File: src/rtl/generate_piece_move_pkg.sv
// Shared codes and helpers for the piece-generation stage and its neighbours.
package generate_piece_move_pkg;

    // Game FSM state codes seen on game_current_state / game_next_state_generate.
    localparam logic [2:0] GAME_START     = 3'd0;
    localparam logic [2:0] GENERATE_PIECE = 3'd1;
    localparam logic [2:0] MOVE_PIECE     = 3'd2;
    localparam logic [2:0] ROTATE_PIECE   = 3'd3;
    localparam logic [2:0] CLEAR_LINES    = 3'd4;
    localparam logic [2:0] GAME_OVER      = 3'd5;

    // Piece type codes; 3'd7 is unused and treated as an unknown piece.
    localparam logic [2:0] SQUARE = 3'd0;
    localparam logic [2:0] BAR    = 3'd1;
    localparam logic [2:0] S      = 3'd2;
    localparam logic [2:0] Z      = 3'd3;
    localparam logic [2:0] L      = 3'd4;
    localparam logic [2:0] J      = 3'd5;
    localparam logic [2:0] T      = 3'd6;

    // Marker for a piece cell that is not on the board.
    localparam logic [7:0] CELL_NONE = 8'hFF;

    // Sequencing phases of the generate stage.
    typedef enum logic [1:0] {
        PH_IDLE,
        PH_CELL,
        PH_DONE,
        PH_REST
    } phase_e;

    // Packs a (dr, dc) offset pair into two 3-bit two's-complement fields.
    function automatic logic [5:0] ofs(input int dr, input int dc);
        return {3'(dr), 3'(dc)};
    endfunction

    function automatic logic is_known_type(input logic [2:0] block_type);
        return block_type <= T;
    endfunction

endpackage

File: src/rtl/generate_piece_move_offset_lut.sv
// Piece shape table: (type, rotation, cell k) -> signed row/column offset from the anchor.
module piece_offset_lut
    import generate_piece_move_pkg::*;
(
    input  logic [2:0]        block_type,
    input  logic [1:0]        rotation,
    input  logic [1:0]        cell_k,
    output logic signed [2:0] dr,
    output logic signed [2:0] dc
);

    logic [5:0]        base;
    logic [1:0]        eff_rot;
    logic signed [2:0] bdr;
    logic signed [2:0] bdc;

    // Look up the rotation-0 offset, then apply the clockwise quarter-turns.
    always_comb begin
        // NOTE: every output of a combinational block gets a default first so no path leaves it unassigned (no latch).
        base    = ofs(0, 0);
        eff_rot = 2'd0;
        dr      = '0;
        dc      = '0;

        unique case ({block_type, cell_k})
            {SQUARE, 2'd0}: base = ofs( 0,  0);
            {SQUARE, 2'd1}: base = ofs( 0,  1);
            {SQUARE, 2'd2}: base = ofs(-1,  0);
            {SQUARE, 2'd3}: base = ofs(-1,  1);
            {BAR,    2'd0}: base = ofs( 0, -1);
            {BAR,    2'd1}: base = ofs( 0,  0);
            {BAR,    2'd2}: base = ofs( 0,  1);
            {BAR,    2'd3}: base = ofs( 0,  2);
            {S,      2'd0}: base = ofs( 0, -1);
            {S,      2'd1}: base = ofs( 0,  0);
            {S,      2'd2}: base = ofs(-1,  0);
            {S,      2'd3}: base = ofs(-1,  1);
            {Z,      2'd0}: base = ofs(-1, -1);
            {Z,      2'd1}: base = ofs(-1,  0);
            {Z,      2'd2}: base = ofs( 0,  0);
            {Z,      2'd3}: base = ofs( 0,  1);
            {L,      2'd0}: base = ofs( 0, -1);
            {L,      2'd1}: base = ofs( 0,  0);
            {L,      2'd2}: base = ofs( 0,  1);
            {L,      2'd3}: base = ofs(-1,  1);
            {J,      2'd0}: base = ofs(-1, -1);
            {J,      2'd1}: base = ofs( 0, -1);
            {J,      2'd2}: base = ofs( 0,  0);
            {J,      2'd3}: base = ofs( 0,  1);
            {T,      2'd0}: base = ofs( 0, -1);
            {T,      2'd1}: base = ofs( 0,  0);
            {T,      2'd2}: base = ofs( 0,  1);
            {T,      2'd3}: base = ofs(-1,  0);
            default:        base = ofs( 0,  0);
        endcase

        // The square is rotation-invariant; bar, S and Z have only two distinct poses.
        unique case (block_type)
            SQUARE:     eff_rot = 2'd0;
            BAR, S, Z:  eff_rot = {1'b0, rotation[0]};
            default:    eff_rot = rotation;
        endcase

        bdr = $signed(base[5:3]);
        bdc = $signed(base[2:0]);

        // Each clockwise turn maps (dr, dc) to (dc, -dr).
        unique case (eff_rot)
            2'd0: begin dr =  bdr; dc =  bdc; end
            2'd1: begin dr =  bdc; dc = -bdr; end
            2'd2: begin dr = -bdr; dc = -bdc; end
            2'd3: begin dr = -bdc; dc =  bdr; end
            default: begin dr = bdr; dc = bdc; end
        endcase
    end

endmodule

File: src/rtl/generate_piece_move.sv
// Expands the active piece into its four board cells (one per cycle), builds the
// occupancy mask, flags edge and stack conflicts, and reports the next game state.
module generate_piece_move
    import generate_piece_move_pkg::*;
#(
    parameter int BOARD_W = 10,
    parameter int BOARD_H = 20
) (
    input  logic                         clk,
    input  logic                         rst,
    input  logic [2:0]                   game_current_state,
    input  logic [7:0]                   location,
    input  logic [2:0]                   current_block_type,
    input  logic [1:0]                   current_block_rotation,
    input  logic [BOARD_W*BOARD_H-1:0]   blocks_exist,
    output logic [BOARD_W*BOARD_H-1:0]   piece_exist,
    output logic [31:0]                  piece_cells,
    output logic                         out_of_bounds,
    output logic                         collision,
    output logic                         done_generate,
    output logic [2:0]                   game_next_state_generate
);

    localparam int CELLS = BOARD_W * BOARD_H;

    phase_e             phase_q, phase_d;
    logic [7:0]         loc_q, loc_d;
    logic [2:0]         type_q, type_d;
    logic [1:0]         rot_q, rot_d;
    logic [1:0]         k_q, k_d;
    logic [CELLS-1:0]   piece_exist_q, piece_exist_d;
    logic [31:0]        cells_q, cells_d;
    logic               oob_q, oob_d;
    logic               coll_q, coll_d;
    logic               done_q, done_d;
    logic [2:0]         next_q, next_d;

    logic signed [2:0]  dr;
    logic signed [2:0]  dc;
    logic signed [5:0]  row_s;
    logic signed [5:0]  col_s;
    logic               in_board;
    logic [7:0]         cell_idx;
    logic               trigger;

    piece_offset_lut u_lut (
        .block_type (type_q),
        .rotation   (rot_q),
        .cell_k     (k_q),
        .dr         (dr),
        .dc         (dc)
    );

    assign trigger = (game_current_state == GENERATE_PIECE);

    // Board position of cell k: anchor row/col plus signed offset, checked against the edges.
    always_comb begin
        row_s    = $signed(6'(loc_q / 8'(BOARD_W))) + $signed({{3{dr[2]}}, dr});
        col_s    = $signed(6'(loc_q % 8'(BOARD_W))) + $signed({{3{dc[2]}}, dc});
        in_board = is_known_type(type_q)
                   && (row_s >= 0) && (row_s < BOARD_H)
                   && (col_s >= 0) && (col_s < BOARD_W);
        cell_idx = 8'(int'(row_s) * BOARD_W + int'(col_s));
    end

    // Phase register and all datapath/output flops.
    always_ff @(posedge clk) begin
        // NOTE: sequential state uses non-blocking assignments so every flop samples pre-edge values.
        if (rst) begin
            phase_q       <= PH_IDLE;
            loc_q         <= '0;
            type_q        <= '0;
            rot_q         <= '0;
            k_q           <= '0;
            piece_exist_q <= '0;
            cells_q       <= '1;
            oob_q         <= 1'b0;
            coll_q        <= 1'b0;
            done_q        <= 1'b0;
            next_q        <= GENERATE_PIECE;
        end else begin
            phase_q       <= phase_d;
            loc_q         <= loc_d;
            type_q        <= type_d;
            rot_q         <= rot_d;
            k_q           <= k_d;
            piece_exist_q <= piece_exist_d;
            cells_q       <= cells_d;
            oob_q         <= oob_d;
            coll_q        <= coll_d;
            done_q        <= done_d;
            next_q        <= next_d;
        end
    end

    // Next phase: start on the trigger, walk four cells, then done and rest cycles.
    always_comb begin
        phase_d = phase_q;
        unique case (phase_q)
            PH_IDLE: if (trigger) phase_d = PH_CELL;
            PH_CELL: if (k_q == 2'd3) phase_d = PH_DONE;
            PH_DONE: phase_d = PH_REST;
            PH_REST: phase_d = PH_IDLE;
            default: phase_d = PH_IDLE;
        endcase
    end

    // Outputs and datapath: latch on start, fill one cell per CELL cycle, report in DONE.
    always_comb begin
        loc_d         = loc_q;
        type_d        = type_q;
        rot_d         = rot_q;
        k_d           = k_q;
        piece_exist_d = piece_exist_q;
        cells_d       = cells_q;
        oob_d         = oob_q;
        coll_d        = coll_q;
        done_d        = 1'b0;
        next_d        = next_q;

        unique case (phase_q)
            PH_IDLE: begin
                if (trigger) begin
                    loc_d         = location;
                    type_d        = current_block_type;
                    rot_d         = current_block_rotation;
                    k_d           = 2'd0;
                    piece_exist_d = '0;
                    cells_d       = '1;
                    oob_d         = 1'b0;
                    coll_d        = 1'b0;
                end
            end
            PH_CELL: begin
                if (in_board) begin
                    cells_d[{k_q, 3'b000} +: 8] = cell_idx;
                    piece_exist_d[cell_idx]     = 1'b1;
                    if (blocks_exist[cell_idx]) coll_d = 1'b1;
                end else begin
                    oob_d = 1'b1;
                end
                k_d = k_q + 2'd1;
            end
            PH_DONE: begin
                done_d = 1'b1;
                next_d = (oob_q || coll_q) ? GAME_OVER : MOVE_PIECE;
            end
            PH_REST: begin
                next_d = GENERATE_PIECE;
            end
            default: ;
        endcase
    end

    assign piece_exist              = piece_exist_q;
    assign piece_cells              = cells_q;
    assign out_of_bounds            = oob_q;
    assign collision                = coll_q;
    assign done_generate            = done_q;
    assign game_next_state_generate = next_q;

endmodule
File: config.mk
export PLATFORM = sky130hd
export DESIGN_NAME = generate_piece_move
export DESIGN_NICKNAME = d
export VERILOG_FILES = /design/src/rtl/generate_piece_move_pkg.sv /design/src/rtl/generate_piece_move_offset_lut.sv /design/src/rtl/generate_piece_move.sv
export SDC_FILE = /design/constraint.sdc
export NUM_CORES = 1
export LEC_CHECK = 0
export ABC_AREA = 1
export BUFFER_PORTS_ARGS = -buffer_cell sky130_fd_sc_hd__buf_4
export CAP_MARGIN = 25
export CORE_AREA = 2 2 179 181
export CTS_CLUSTER_DIAMETER = 30
export DETAILED_ROUTE_END_ITERATION = 6
export DIE_AREA = 0 0 181 183
export PLACE_DENSITY = 0.74
export SYNTH_ARGS = -nofsm -noshare
export SYNTH_HDL_FRONTEND = slang
export SYNTH_HIERARCHICAL = 1
export SYNTH_SLANG_ARGS = --single-unit
File: constraint.sdc
create_clock -name clk -period 16.55 [get_ports clk]
set_clock_uncertainty 0.15 [all_clocks]
set_input_delay 0.8275 -clock clk [delete_from_list [all_inputs] [get_ports clk]]
set_output_delay 0.8275 -clock clk [all_outputs]
set_load 0.01 [all_outputs]
-- Yosys cells after proc, flatten, opt, wreduce, memory -nomap -nowiden
Memories as Yosys holds them, arrays and structs flattened.
Index checks and enable logic that the tools add are counted.
- register bits after elaboration: 255
- memory bits (read-only): 192
- input bits: 218
- output and inout port bits: 238
- word-level logic and storage cells: 94
- memories kept: 1
- add/sub/neg operators: 7
- multiply operators: 1
- divide/modulo/power cells: 2
- order comparisons: 7
- equality and inequality tests: 16
- shifts and indexed selects: 2
- muxes and demuxes: 28
- bitwise gates (word level): 1
- reduce and logical (&&, ||, !) cells: 18
- memory list (name ; depth ; bits a word ; rd ports ; clocked after memory_dff ; wr ports ; RTL line ; text):
    (no name shown) ; 32 ; 6 ; 1 ; 0 ; 0 ; generate_piece_move_offset_lut.sv:25 ; unique case ({block_type, cell_k})
- operators by type and width (operator ; number):
    200-bit two-way mux ; 2
    200-bit case mux with 2 select lines ; 1
    200-bit bitwise OR ; 1
    32-bit two-way mux ; 2
    32-bit case mux with 2 select lines ; 1
    32-bit bitwise mux ; 1
    8-bit by 7-bit variable shift with 32-bit output (first input constant) ; 1
    8-bit by 7-bit variable part select with 32-bit output ; 1
    3-bit case mux with 4 select lines ; 2
    6-bit by 3-bit adder with 6-bit output ; 2
    6-bit by 1-bit greater-or-equal comparator with 1-bit output (second input constant) ; 2
    2-bit equality test (second input constant) ; 5
    2-bit != test (second input constant) ; 5
    8-bit by 9-bit less-than comparator with 1-bit output (second input constant) ; 1
    8-bit by 6-bit adder with 8-bit output ; 1
    1-bit binary-select mux with 8-bit select ; 1
    1-bit demux with 8-bit select ; 1
    8-bit by 4-bit divider with 8-bit output (second input constant) ; 1
    8-bit by 1-bit greater-or-equal comparator with 1-bit output (second input constant) ; 1
    8-bit by 4-bit remainder unit with 8-bit output (second input constant) ; 1
    2-bit case mux with 2 select lines ; 2
    2-bit case mux with 4 select lines ; 1
    6-bit by 4-bit multiplier with 7-bit output (second input constant) ; 1
    1-bit two-way mux ; 7
    22 further kinds ; 38

-- Longest topological paths before layout
Gate-level depths: netlist (run 1).
- depth after elaboration: 15
- depth in mapped cells: 46
- gate-level depth less buffers: 45

-- Modules after synthesis
Netlist (run 1), hierarchy kept.
- modules (own cells, without submodules) (module ; times used ; cells each ; area an instance (sq um) ; seq. area each (sq um)):
    generate_piece_move ; 1 ; 1632 ; 11999.0 ; 5104.9
    piece_offset_lut ; 1 ; 80 ; 432.9 ; 0.0

-- Worst setup path after synthesis (run 1)
Ideal clock, no wire load.
- path type: reg2reg
- start: register loc_q[7]
- end: register piece_exist_q[150], in the netlist piece_exist[150]
- library setup time: 0.065 ns
- arrival time: 5.389 ns
- required time: 16.335 ns
- setup slack: 10.945 ns
- stages on the path, launching flop included: 38
- path buffers: 1
- period minus slack after synthesis: 5.605 ns
- cells stage by stage: dfxtp_1 inv_1 nand2_2 nand3_1 nand2_2 nand2_2 nand2_1 nand3_2 nand2_2 nand2_4 a21oi_4 nand2_2 nand2_2 nand2_1 nand2_1 inv_2 nand2_2 nand2_1 (+2 left out) nand2_1 inv_1 nor2_1 o21bai_1 xor2_1 inv_1 ha_1 fa_1 ha_1 or2_2 nand2_1 inv_1 nor2_1 nand4_1 buf_2 nor2_1 nor2_1 nor2_1
- cells in the longest elaborated chain, start to end: 11
- elaborated cells between the ends (all ways): 24
- those cells by class: add/sub (3); mul (1); div (2); order compare (6); eq/ne (1); mux (4); bitwise (1); reduce/logical (6)
- ends and longest elaborated chain (element ; RTL line ; text):
    start, declared ; generate_piece_move.sv:27 ; logic [7:0] loc_q, loc_d;
    start signal, assigned ; generate_piece_move.sv:83 ; loc_q <= loc_d;
    8-bit by 4-bit divider with 8-bit output ; generate_piece_move.sv:58 ; row_s = $signed(6'(loc_q / 8'(BOARD_W))) + $signed({{3{dr[2]}}, dr});
    6-bit by 3-bit adder with 6-bit output ; generate_piece_move.sv:58 ;
    6-bit by 4-bit multiplier with 7-bit output ; generate_piece_move.sv:63 ; cell_idx = 8'(int'(row_s) * BOARD_W + int'(col_s));
    8-bit by 6-bit adder with 8-bit output ; generate_piece_move.sv:63 ;
    8-bit by 9-bit less-than comparator with 1-bit output (not written as such) / 8-bit by 1-bit greater-or-equal comparator with 1-bit output (equally long branches) ; generate_piece_move.sv:137 ; piece_exist_d[cell_idx] = 1'b1;
    1-bit logical AND (not written as such) ; generate_piece_move.sv:137 ;
    1-bit two-way mux (not written as such) ; generate_piece_move.sv:137 ;
    1-bit demux with 8-bit select ; generate_piece_move.sv:137 ;
    200-bit bitwise OR (no line) ; n/a ;
    200-bit two-way mux ; generate_piece_move.sv:135 ; if (in_board) begin
    200-bit case mux with 2 select lines ; generate_piece_move.sv:121 ; unique case (phase_q)
    end signal, assigned ; generate_piece_move.sv:87 ; piece_exist_q <= piece_exist_d;
    end, declared ; generate_piece_move.sv:31 ; logic [CELLS-1:0] piece_exist_q, piece_exist_d;
Parallel ways exist; a longest one is shown, timed or not. The select of a mux whose other input is x is not followed.
A chain may end at the register's enable or synchronous reset.

-- Worst setup path in the final report (run 1)
- start: register loc_q[7]
- end: register piece_exist_q[182], in the netlist piece_exist[182]
Same word-level chain as after synthesis.

==> flow_summary_export.csv, run 1 <==
group,metric,value,unit
status,outcome,"completed",
min_path,min_path_type,"reg2reg",
worst_setup_path,worst_setup_path_start_kind,"flop",
synthesis,avgSynthCellArea,7.26,sq um
synthesis,async_flop_share,0,%
synthesis,synth_ff_type,"dfxtp_1",
worst_setup_path,cp.required,16880,ps
cts,hold_buffers,0,
grt,grt.busiest_layer,"met2",
power_and_ir_drop,ir_drop,0.000149,V
synthesis,synth-edff-count,0,
cts,cts-root-buf,"clkbuf_16",
min_path,hp-start,"piece_exist[198]",
die,start_util,39.8,%
cts,clock_sinks,255,
synthesis,ys_seq_area_share,41.1,%
die,coreArea,31200,sq um
grt,grt_max_degree,95,
synthesis,yosysWarnings,6,
timing,period_share,41.9,%
timing,tightest_slew,953,ps
cells_and_area,final_nets,2401,
detailed_routing,drtAntennaViolNets,0,
cts,path_clk_slew,50,ps
die,rows,65,
worst_setup_path,cp_common_cell,"nand2_2",
cells_and_area,drive_gt1_share,28.7,%
detailed_routing,drc,0,
cts,cts.path.max_buffers,3,
die,fp.dieW,181,microns
timing,fmax,144,MHz
placement,place_congestion,0.890,
die,dieArea,33100,sq um
grt,grt_pass1_wl,71.1,mm
placement,dpl.hpwl,33.9,mm
worst_setup_path,crit-reg2reg-launch,"loc_q[7]",
grt,antenna_found_initial,0,
detailed_routing,vias,13500,
synthesis,yosysUniqueCellTypes,53,
timing,whs,303,ps
grt,grt_use_met3,5.48,%
detailed_routing,wirelength,46.8,mm
synthesis,synthesis.nets,1976,
synthesis,synthCells,1712,
timing,fin_tns_setup,0,ps
cts,insertion_delay,550,ps
cts,ctsResizeCount,0,
power_and_ir_drop,power_density,243,nW/um^2
timing,hold_viol_final,0,
synthesis,ys_seq_elements,255,
cts,cts_setup_buffers,0,
cells_and_area,diodes,0,
worst_setup_path,cp-end-kind,"flop",
cts,cts_tree,"done",
timing,slew_headroom,36.1,%
cells_and_area,syn_to_final_growth,43.4,%
detailed_routing,routedWlPerCell,18.2,microns
detailed_routing,drt_pass1_iterations,5,
grt,met2_usage,48.5,%
worst_setup_path,path_class,"reg2reg",
worst_setup_path,slowest_delay,890,ps
power_and_ir_drop,power.leakage,0.00799,uW
grt,gr-total-overflow,0,
grt,grt_pass1_vias,13100,
timing,grt_setup_unrepaired,"false",
worst_setup_path,worstPathMaxFanout,16,
grt,use_met1,29.7,%
die,die_h,183,microns
worst_setup_path,critPathLaunch,"loc_q[7]",
die,ios,456,
detailed_routing,vias_per_cell,5.24,
cts,cts-buffers-inserted,51,
timing,fin_crit,6930,ps
cts,htree_num_levels,2,
worst_setup_path,cp_slowest_cell,"nand4_1",
flow_run,max-cap-violations,0,
worst_setup_path,worstPathArrival,7260,ps
timing,setup_viol_count_final,0,
grt,gr-usage-all-layers,27.1,%
synthesis,synth_area,12400,sq um
placement,portBuffers,455,
detailed_routing,drt-initial-drc-count,981,
timing,finalMaxSlewViolations,0,
[synthesized netlist by cell type, types with 3 or more instances]
| cell | n | area, sq um |
|---|---|---|
| fa_1 | 4 | 80.1 |
| nand3_4 | 9 | 158 |
| nand3_1 | 69 | 345 |
| xnor2_1 | 5 | 43.8 |
| o21ai_0 | 35 | 175 |
| nand4_1 | 15 | 93.8 |
| nand3_2 | 13 | 130 |
| buf_6 | 10 | 113 |
| inv_1 | 93 | 349 |
| a22oi_1 | 96 | 721 |
| a2111oi_0 | 7 | 61.3 |
| o21ai_1 | 10 | 50.1 |
| buf_2 | 20 | 100 |
| nor4_1 | 6 | 37.5 |
| inv_2 | 6 | 22.5 |
| a21boi_0 | 17 | 128 |
| o211ai_1 | 9 | 67.6 |
| a211oi_1 | 4 | 30.0 |
| a21oi_1 | 66 | 330 |
| xor2_1 | 9 | 78.8 |
| clkbuf_1 | 61 | 229 |
| nand2_2 | 14 | 87.6 |
| nor3_1 | 7 | 35.0 |
| nor2_1 | 632 | 2370 |
| nand2_4 | 3 | 33.8 |
| dfxtp_1 | 255 | 5100 |
| a31oi_1 | 9 | 56.3 |
| nand2_1 | 146 | 548 |
| ha_1 | 42 | 526 |
| or2_2 | 4 | 25.0 |
| o22ai_1 | 6 | 37.5 |
[logic make-up after synthesis]
logic type	count (synthesis)	share of synthesized area, %
other	1	0.0302
DFF	255	41.1
and+or+nand+nor	926	31.6
adders and majority gates	46	4.87
AOI/OAI and AO/OA	270	14.2
xor gates and xnor gates	14	0.986
muxes	1	0.0805
buffers and inverters	199	7.14
[power by group]
group | switching, uW | leakage, uW | internal (uW)
sequential | 35.0 | 0.00206 | 660
clock | 352 | 0.000868 | 705
combinational | 1820 | 0.00507 | 752
[worst paths after layout]
path	to	slack [ps]	cells past startpoint
hold / removal	piece_exist[198]	300	2
setup / recovery	piece_exist[182]	9620	34
setup reg to reg	piece_exist[182]	9620	34
hold reg to reg	piece_exist[198]	300	2
[registers in the layout (all words and copies together) (netlist names), 2 cells and up]
name and flops:
piece_cells 32, loc_q 8, rot_q 2, k_q 2, piece_exist 200, type_q 3
game_next_state_generate 3, phase_q 2
[placed cells by master, fill, tap and decap left out, drive strengths merged]
cell type    n
a21oi       68
o2111ai      1
clkbuf      63
inv        107
a22oi       96
o211ai       9
fa           4
o41ai        1
nor4         6
ha          42
o221ai       1
o21ai       47
conb         1
o21bai       2
and2         1
nor3         7
xnor2        5
a2111oi      7
a31oi        9
a311oi       1
mux2i        1
a21boi      17
nand4       16
buf        469
and3         1
nor2       636
clkinvlp     8
clkinv      12
or2          5
nand3       91
xor2         9
bufinv       6
dfxtp      255
o22ai        6
o22a         1
nand2      163
a211oi       4
[stage by stage]
step / util, % / worst slack [ps] / area, sq um / cells / power (uW)
after global placement: 51.2 / 9940 / 16000 / 2485 / 3240
final: 57.1 / 9620 / 17800 / 2580 / 4320
after CTS: 57.1 / 9600 / 17800 / 2580 / 4340
after global routing: 57.1 / 8930 / 17800 / 2580 / 4610
after detailed placement: 51.3 / 9670 / 16000 / 2486 / 3270
after floorplan: - / 10950 / 12400 / 1712 / 2400
[layer usage]
| metal | part of all wire, % | vias up |
|---|---|---|
| met4 | 6.3 | 0 |
| li1 | - | 6475 |
| met5 | 0 | - |
| met3 | 7.1 | 149 |
| met2 | 49 | 617 |
| met1 | 37 | 6269 |
[worst max-delay path, delay by kind of cell (launching register included)]
kind,cells,cell delay (ps)
adder cells (fa/ha/maj),5,1740
flip-flops,1,410
XOR/XNOR,2,940
AO/OA/AOI/OAI,2,330
buffers and inverters,3,260
AND/OR/NAND/NOR,22,3040
[area by class of cell]
class,count,area [sq um]
multi-input combinational,1258,6480
fill,2811,13400
clock inverter,31,402
inverter,102,388
sequential,255,5100
tap,402,503
clock buffer,63,1410
timing repair buffer,469,3540
Power figures use the tool's default switching activity.
==> run 2: changes to the inputs <==
--- a/config.mk
+++ b/config.mk
@@ -8,11 +8,11 @@
 export ABC_AREA = 1
 export BUFFER_PORTS_ARGS = -buffer_cell sky130_fd_sc_hd__buf_4
 export CAP_MARGIN = 25
-export CORE_AREA = 2 2 179 181
+export CORE_AREA = 2 2 175 177
 export CTS_CLUSTER_DIAMETER = 30
 export DETAILED_ROUTE_END_ITERATION = 6
-export DIE_AREA = 0 0 181 183
-export PLACE_DENSITY = 0.74
+export DIE_AREA = 0 0 177 179
+export PLACE_DENSITY = 0.79
 export SYNTH_ARGS = -nofsm -noshare
 export SYNTH_HDL_FRONTEND = slang
 export SYNTH_HIERARCHICAL = 1
==> constraint.sdc (replaced) <==
create_clock -name clk -period 6.1 [get_ports clk]
set_clock_uncertainty 0.15 [all_clocks]
set_input_delay 0.305 -clock clk [delete_from_list [all_inputs] [get_ports clk]]
set_output_delay 0.305 -clock clk [all_outputs]
set_load 0.01 [all_outputs]
==> run 2 against run 1 <==
The run now ends with setup timing left. Via count is 6.2% higher. Clock-buffer cell count is 8 lower. Highest routed layer unchanged. First-iteration DRC count is 3.6% higher. Total power grew to 3.4 times the previous value. Clock power grew to 2.7 times the previous value. Critical path type unchanged. Wire length is 10% higher.
==> flow_summary_export.csv, run 2 (synthesis gave the netlist of run 1 again) <==
group,metric,value,unit
status,outcome,"finished with violations",
status,violations,"setup timing",
die,coreArea,30000,sq um
worst_setup_path,cp-end-kind,"flop",
grt,grt_max_degree,150,
power_and_ir_drop,intPower,7380,uW
cells_and_area,diodes,0,
timing,setup_viol_count_final,1,
worst_setup_path,rrSetupSlack,-3,ps
power_and_ir_drop,p_sw,7370,uW
min_path,holdPathEnd,"k_q[1]",
detailed_routing,routedWlPerCell,19.3,microns
power_and_ir_drop,p_clk_share,19.3,%
timing,tightest_slew,736,ps
power_and_ir_drop,power_frac_seq,12.7,%
worst_setup_path,worst_setup_path_start_kind,"flop",
detailed_routing,drt-initial-drc-count,1016,
cells_and_area,fin_area,19500,sq um
cts,path_clk_slew,60,ps
cts,cts_tree,"done",
power_and_ir_drop,switching_share,50.0,%
placement,portBuffers,455,
power_and_ir_drop,power.leakage,0.00859,uW
timing,finalMaxSlewViolations,0,
cells_and_area,stdcell_count,2675,
flow_run,max-cap-violations,0,
worst_setup_path,reg2reg_depth,39,
detailed_routing,drtAntennaViolNets,0,
cells_and_area,syn_to_final_growth,57.2,%
placement,dpl.cell_count,2513,
cells_and_area,final_nets,2501,
worst_setup_path,worstPathMaxFanout,8,
placement,place_congestion,0.892,
timing,period_share,100,%
cells_and_area,largest_reg_flops,200,
die,dieArea,31700,sq um
die,start_util,41.4,%
detailed_routing,drc,0,
timing,fin_crit,6100,ps
worst_setup_path,path_delay_family,"simple AND/OR/NAND/NOR gates",
die,rows,64,
timing,whs,120,ps
grt,gr-usage-all-layers,29.2,%
worst_setup_path,crit-reg2reg-launch,"loc_q[7]",
timing,fmax,164,MHz
placement,dpl_cell_area,16300,sq um
grt,antenna_found_initial,0,
grt,gr-total-overflow,0,
power_and_ir_drop,p_comb_share,68.0,%
grt,grt_pass1_vias,13400,
detailed_routing,vias,14300,
detailed_routing,drt_pass1_iterations,7,
worst_setup_path,slowest_delay,550,ps
power_and_ir_drop,ir_drop,0.000713,V
die,ios,456,
power_and_ir_drop,power_density,755,nW/um^2
grt,grt_pass1_wl,72.3,mm
detailed_routing,wirelength,51.6,mm
timing,slew_headroom,50.8,%
cts,htree_num_levels,2,
cells_and_area,fill_cells,2384,
min_path,hp-start,"game_current_state[1]",
cells_and_area,post-route-util,65.1,%
worst_setup_path,rr_endpoint,"piece_exist[82]",
cts,cts-buffers-inserted,50,
placement,dpl.hpwl,34.4,mm
cts,cts-root-buf,"clkbuf_16",
worst_setup_path,cp_slowest_cell,"fa_1",
cts,clock_sinks,255,
worst_setup_path,path_class,"reg2reg",
timing,setup_slack,-2.72,ps
worst_setup_path,worstPathArrival,6450,ps
worst_setup_path,cp.required,6450,ps
die,fp.dieW,177,microns
worst_setup_path,cp_num_buf_inv,8,
cells_and_area,multi_input_area,7260,sq um
cells_and_area,layout_common_cells,"nor2_1, buf_4, dfxtp_1",
cts,cts.path.max_buffers,3,
cells_and_area,drive_gt1_share,36.7,%
die,die_h,179,microns
timing,grt_setup_unrepaired,"true",
min_path,hold_path_depth,6,
cts,insertion_delay,540,ps
detailed_routing,vias_per_cell,5.36,
timing,hold_viol_final,0,
cells_and_area,final_common_cell,"nor2_1",
min_path,min_path_type,"in2reg",
cells_and_area,ff_latch_area,5120,sq um
## run 2: changes by cell type in the layout (fill, tap and decap cells not counted), sizes merged
cell,previous run,this run
buf,469,549
clkbuf,63,56
clkinv,12,18
dlygate4sd3,0,14
inv,107,109
nand2,163,164
nand3,91,96
## run 2: through the flow
step / total power, uW / setup TNS (ps) / setup WS [ps]
floorplan: 6510 / 0 / 495
global placement: 9410 / -150 / -150
detailed placement: 9510 / -22120 / -467
CTS: 13400 / -34.9 / -25.2
global route: 15500 / -32250 / -289
finish: 14800 / -2.72 / -2.72
## run 2: layout make-up
class                      count  area share (%)
clock buffer                  55            6.60
sequential                   255            26.2
tap                          396            2.54
multi-input combinational   1264            37.2
timing repair buffer         564            22.8
inverter                     102            2.09
clock inverter                39            2.56
## run 2: what timing repair did
action | 4_1_cts | 5_1_grt
pin swaps | 6 | 85
gates cloned | 4 | 5
setup buffers | 17 | 28
endpoints found under the setup margin | 171 | 233
hold buffers | 14 | 0
gates resized for setup | 37 | 161
hold endpoints to repair | 25 | 0
## run 2: worst max-delay path by stage
stage | startpoint | endpoint | cells past startpoint
3_3_place_gp | loc_q[5] | collision | 37
5_1_grt | loc_q[5] | piece_exist[51] | 42
6_report | loc_q[7] | piece_exist[82] | 39
2_1_floorplan | loc_q[7] | piece_exist[152] | 37
4_1_cts | loc_q[7] | collision | 38
3_5_place_dp | loc_q[5] | collision | 37
## run 2: metal layers
layer | vias to the layer above | part of all wire, % | GRT usage, % | routed length [microns]
li1 | 6679 | - | - | -
met5 | - | 0 | 0 | 0
met1 | 6773 | 37 | 33.1 | 19000
met4 | 0 | 6.2 | 17.8 | 3170
met3 | 182 | 7.8 | 5.66 | 4050
met2 | 714 | 49 | 50.6 | 25400
## run 2: worst register-to-register path, delay by kind of cell, from the launching register on
family / cells / cell delay, ps
flip-flops: 1 / 410
buffers and inverters: 8 / 950
XOR/XNOR: 2 / 420
AND/OR/NAND/NOR: 20 / 2030
AO/OA/AOI/OAI: 4 / 530
adder cells (fa/ha/maj): 5 / 1590
## run 2: power by group through the flow
stage               sequential, uW  clock [uW]  combinational (uW)
global placement              1900           0                7520
detailed placement            1900           0                7610
global route                  1880        2950               10700
floorplan                     1930           0                4580
finish                        1880        2850               10000
CTS                           1870        2870                8610
